==> config.mk <==
export PLATFORM = sky130hd
export DESIGN_NAME = led_trail_pwm
export DESIGN_NICKNAME = d
export VERILOG_FILES = /design/src/rtl/led_trail_pwm.sv
export SDC_FILE = /design/constraint.sdc
export NUM_CORES = 1
export LEC_CHECK = 0
export CORE_MARGIN = 2
export CORE_UTILIZATION = 45
export DETAILED_ROUTE_END_ITERATION = 16
export HOLD_SLACK_MARGIN = 0.06
export SYNTH_ARGS = -nofsm -noshare
export SYNTH_HDL_FRONTEND = slang
export SYNTH_SLANG_ARGS = --single-unit
==> constraint.sdc <==
create_clock -name clk -period 3.2 [get_ports clk]
set_input_delay 0.48 -clock clk [delete_from_list [all_inputs] [get_ports clk]]
set_output_delay 0.48 -clock clk [all_outputs]
set_load 0.1 [all_outputs]
==> src/rtl/led_trail_pwm.sv <==
// led_trail_pwm
// Turns a one-hot "flowing LED" pattern into a fading trail. Each channel
// keeps an 8-bit brightness that jumps to full scale while its input bit is
// high. It then decays by DECAY_STEP every DECAY_DIV clocks and is rendered
// with a shared 8-bit PWM counter.
//
// Parameters:
//   DECAY_DIV  - clock cycles per decay tick (1..2^32-1)
//   DECAY_STEP - brightness units removed per decay tick (1..255)
// Ports:
//   clk     in   system clock, all state changes on rising edge
//   rst_n   in   asynchronous active-low reset
//   led_in  in   [7:0] raw flow pattern, synchronous to clk
//   led_out out  [7:0] registered PWM drive per channel
//   active  out  registered, high while any channel brightness is nonzero
module led_trail_pwm #(
    parameter logic [31:0] DECAY_DIV  = 32'd195_313,
    parameter logic [7:0]  DECAY_STEP = 8'd4
) (
    input  logic       clk,
    input  logic       rst_n,
    input  logic [7:0] led_in,
    output logic [7:0] led_out,
    output logic       active
);

    logic [7:0]  pwm_cnt_q;
    logic [7:0]  pwm_cnt_d;
    logic [31:0] div_cnt_q;
    logic [31:0] div_cnt_d;
    logic        decay_tick;
    logic [7:0]  bright_q [8];
    logic [7:0]  bright_d [8];
    logic [7:0]  led_out_q;
    logic [7:0]  led_out_d;
    logic        active_q;
    logic        active_d;

    // Shared timebase: free-running PWM counter and decay-tick divider.
    always_comb begin
        pwm_cnt_d  = pwm_cnt_q + 8'd1;
        decay_tick = (div_cnt_q == (DECAY_DIV - 32'd1));
        if (decay_tick) begin
            div_cnt_d = 32'd0;
        end else begin
            div_cnt_d = div_cnt_q + 32'd1;
        end
    end

    // Per-channel brightness update and PWM/activity decode.
    always_comb begin
        led_out_d = 8'h00;
        active_d  = 1'b0;
        for (int i = 0; i < 8; i++) begin
            // A fresh input reload wins over a decay tick in the same cycle.
            if (led_in[i]) begin
                bright_d[i] = 8'd255;
            end else if (decay_tick) begin
                // Saturate at zero instead of wrapping.
                if (bright_q[i] > DECAY_STEP) begin
                    bright_d[i] = bright_q[i] - DECAY_STEP;
                end else begin
                    bright_d[i] = 8'd0;
                end
            end else begin
                bright_d[i] = bright_q[i];
            end
            // Full scale is forced on so 255 never shows a one-cycle gap at pwm_cnt==255.
            led_out_d[i] = (bright_q[i] == 8'd255) || (bright_q[i] > pwm_cnt_q);
            if (bright_q[i] != 8'd0) begin
                active_d = 1'b1;
            end else begin
                active_d = active_d;
            end
        end
    end

    // State and output registers, cleared asynchronously by rst_n.
    always_ff @(posedge clk or negedge rst_n) begin
        if (!rst_n) begin
            pwm_cnt_q <= 8'd0;
            div_cnt_q <= 32'd0;
            led_out_q <= 8'h00;
            active_q  <= 1'b0;
            for (int i = 0; i < 8; i++) begin
                bright_q[i] <= 8'd0;
            end
        end else begin
            pwm_cnt_q <= pwm_cnt_d;
            div_cnt_q <= div_cnt_d;
            led_out_q <= led_out_d;
            active_q  <= active_d;
            for (int i = 0; i < 8; i++) begin
                bright_q[i] <= bright_d[i];
            end
        end
    end

    assign led_out = led_out_q;
    assign active  = active_q;

endmodule

==> flow_metrics.tcl <==
set metrics [dict create \
    switching_share 0.236 \
    antenna_found_initial 0 \
    clock_path_buffers 2 \
    post_cts_resized 0 \
    netlist_area_sq_mm 0.00681 \
    rows 44 \
    end_kind "flop" \
    critPathTopFamily "simple AND/OR/NAND/NOR gates" \
    dr_wl_met3_microns 625 \
    htreeDepth 3 \
    setup_ws_ps 484 \
    start_util 0.465 \
    core_sq_mm 0.0146 \
    routed_wl_microns 16100 \
    syn-num-nets 808 \
    post_drt_wl_per_cell_microns 17.5 \
    power_switching_uw 582 \
    regArea_sq_mm 0.00263 \
    fp.dieW_microns 127 \
    ioPinCount 19 \
    syn_avg_cell_area_sq_um 9.63 \
    die_h_microns 127 \
    nets 831 \
    multiInputGateArea_sq_mm 0.00395 \
    leakage_nw 3.04 \
    grt_pass1_wl_microns 27600 \
    cp_slowest_cell "or4_4" \
    track_usage 0.212 \
    fin_cells 919 \
    max_slew_margin 0.314 \
    setup_violations 0 \
    drc_errors 0 \
    maxCapViolCount 0 \
    fillCellCount 1355 \
    met1Wirelength_microns 7460 \
    ant_nets 0 \
    worst_pin_slew_ps 1030 \
    synthArstFlopShare 1.00 \
    hpwl_microns 11400 \
    cts_inserted_buffers 9 \
    worstPathArrival_ps 3010 \
    holdBufCountCts 0 \
    tns_ps 0 \
    power.density_mw_per_mm2 328 \
    hp-class "input pin to async pin" \
    insertion_delay_ps 370 \
    status "finished clean" \
    cp.required_ps 3500 \
    p_int_mw 1.88 \
    skew_ps 10.5 \
    crit_type "flop to flop" \
    wl_met2_microns 7780 \
    cp.buffers_inverters 2 \
    rsz0062_at_grt "no" \
    ys_top_cells_by_area "dfrtp_1, ha_1, a21oi_1" \
    synth_cells 707 \
    yosys_warnings 0 \
    vias 5522 \
    ir_drop_mv 0.252 \
    place_ws_ps 492 \
    yosysSeqAreaShare 0.386 \
    overflow 0 \
    fmax_ghz 0.368 \
    pwr-share-comb 0.022 \
    clock-root-buffer "clkbuf_16" \
    seqPwrFrac 0.538 \
    synth_seq_cells 105 \
    slowest_delay_ps 610 \
    top_layer_used "met4" \
    cts_setup_buffers 0 \
    drive_gt1_frac 0.0531 \
    critPathLaunchType "flop" \
    clock-sinks 105 \
    netlist.area_leader.share 0.386 \
    grt_max_degree 78 \
    synth_enable_flop_cells 0 \
    drv_slew 0 \
    synth_largest_area_cell "dfrtp_1" \
    period_needed_ps 2720 \
    crit_fanout 28 \
    fin_crit_sh 0.849 \
    grt_pass1_vias 5541 \
    p_clk_frac 0.441 \
    viasPerCell 6.01 \
    port-buffer-count 18 \
    total_power_mw 2.47 \
    firstDrtPassIters 5 \
    crit_chain "inv_1 -> ha_1 -> nor4b_1 -> nand3_1 -> or4_4 -> buf_4 -> or4_1 -> nand3b_1" \
    n_antenna_cell 0 \
    first_iter_violations 291 \
    hold_violations 0 \
    cts_tree "yes" \
    synthFlopType "dfrtp_1" \
    synth.distinct_cells 50 \
    clkTransAtPathRegs_ps 80 \
    place.gp.congestion 0.843 \
    area_delta_synth_final_pct 10.3 \
    dp_cells 903 \
    dieArea_sq_mm 0.0161 \
]
-- layout make-up --
cell class              count  share of cell area
flip-flops and latches    105               0.350
well taps                 184              0.0306
clock buffers               9              0.0300
repair buffers             28              0.0336
multi-input cells         542               0.525
clock inverters             7             0.00849
inverters                  44              0.0220
-- path summary, 6_finish.rpt --
check	slack, ps	endpoint	cells after the start	from
max	480	bright_q[53]	8	div_cnt_q[0]
min	250	led_out[4]	1	rst_n
max reg2reg	480	bright_q[53]	8	div_cnt_q[0]
min reg2reg	480	pwm_cnt_q[6]	1	pwm_cnt_q[6]
max in group asynchronous	2080	bright_q[44]	2	rst_n
min in group clk	480	pwm_cnt_q[6]	1	pwm_cnt_q[6]
-- metrics by stage --
stage	area, sq um	hold slack (ps)	util
after global routing	7510	372	0.513
after global placement	7220	459	0.493
after CTS	7510	342	0.513
final	7510	246	0.513
after detailed placement	7220	467	0.493
after floorplan	6810	184	-
-- Yosys cell counts, types with 8 or more instances --
library cell and n:
a21oi_1 44, nor2_1 42, xor2_1 15, nand4_1 35
a311o_1 8, nor3_1 30, o22ai_1 8, nand2_1 43
or3_1 10, o211ai_1 9, ha_1 91, nor2b_1 11
nand3_1 23, a211o_1 25, inv_1 44, dfrtp_1 105
o21ai_0 30, xnor2_1 21, clkbuf_1 11, nor4_1 14
-- power by group through the flow --
stage | sequential [mW] | clock [mW] | combinational, mW
CTS | 1.33 | 1.12 | 0.0562
floorplan | 1.35 | 0 | 0.00437
global route | 1.33 | 1.16 | 0.0607
detailed placement | 1.35 | 0 | 0.0555
finish | 1.33 | 1.09 | 0.0531
global placement | 1.35 | 0 | 0.0550
-- metal layers --
| layer | GRT usage | up-vias |
|---|---|---|
| li1 | - | 2693 |
| met1 | 0.283 | 2725 |
| met2 | 0.359 | 86 |
| met3 | 0.0356 | 18 |
| met4 | 0.0614 | 0 |
| met5 | 0 | - |
-- cells by family after synthesis --
| family | synth area share |
|---|---|
| and+or+nand+nor | 0.214 |
| AOI/OAI and AO/OA | 0.151 |
| DFF | 0.386 |
| adders and majority gates | 0.167 |
| buffers and inverters | 0.0356 |
| xor gates and xnor gates | 0.0463 |
-- placed cells by master (no fill, tap or decap), types with 17 or more instances in the layout --
| master | Yosys | final |
|---|---|---|
| nand3_1 | 23 | 23 |
| nor2_1 | 42 | 41 |
| nand4_1 | 35 | 35 |
| nor3_1 | 30 | 30 |
| a211o_1 | 25 | 25 |
| inv_1 | 44 | 44 |
| dfrtp_1 | 105 | 105 |
| xnor2_1 | 21 | 21 |
| ha_1 | 91 | 91 |
| a21oi_1 | 44 | 44 |
| clkdlybuf4s50_1 | 0 | 17 |
| o21ai_0 | 30 | 30 |
| nand2_1 | 43 | 43 |
-- state kept, by name, indices dropped and copies added, names as in the netlist --
| name | count |
|---|---|
| pwm_cnt_q | 8 |
| active | 1 |
| bright_q | 56 |
| led_out | 8 |
| div_cnt_q | 32 |
(Power assumes the default switching activity.)
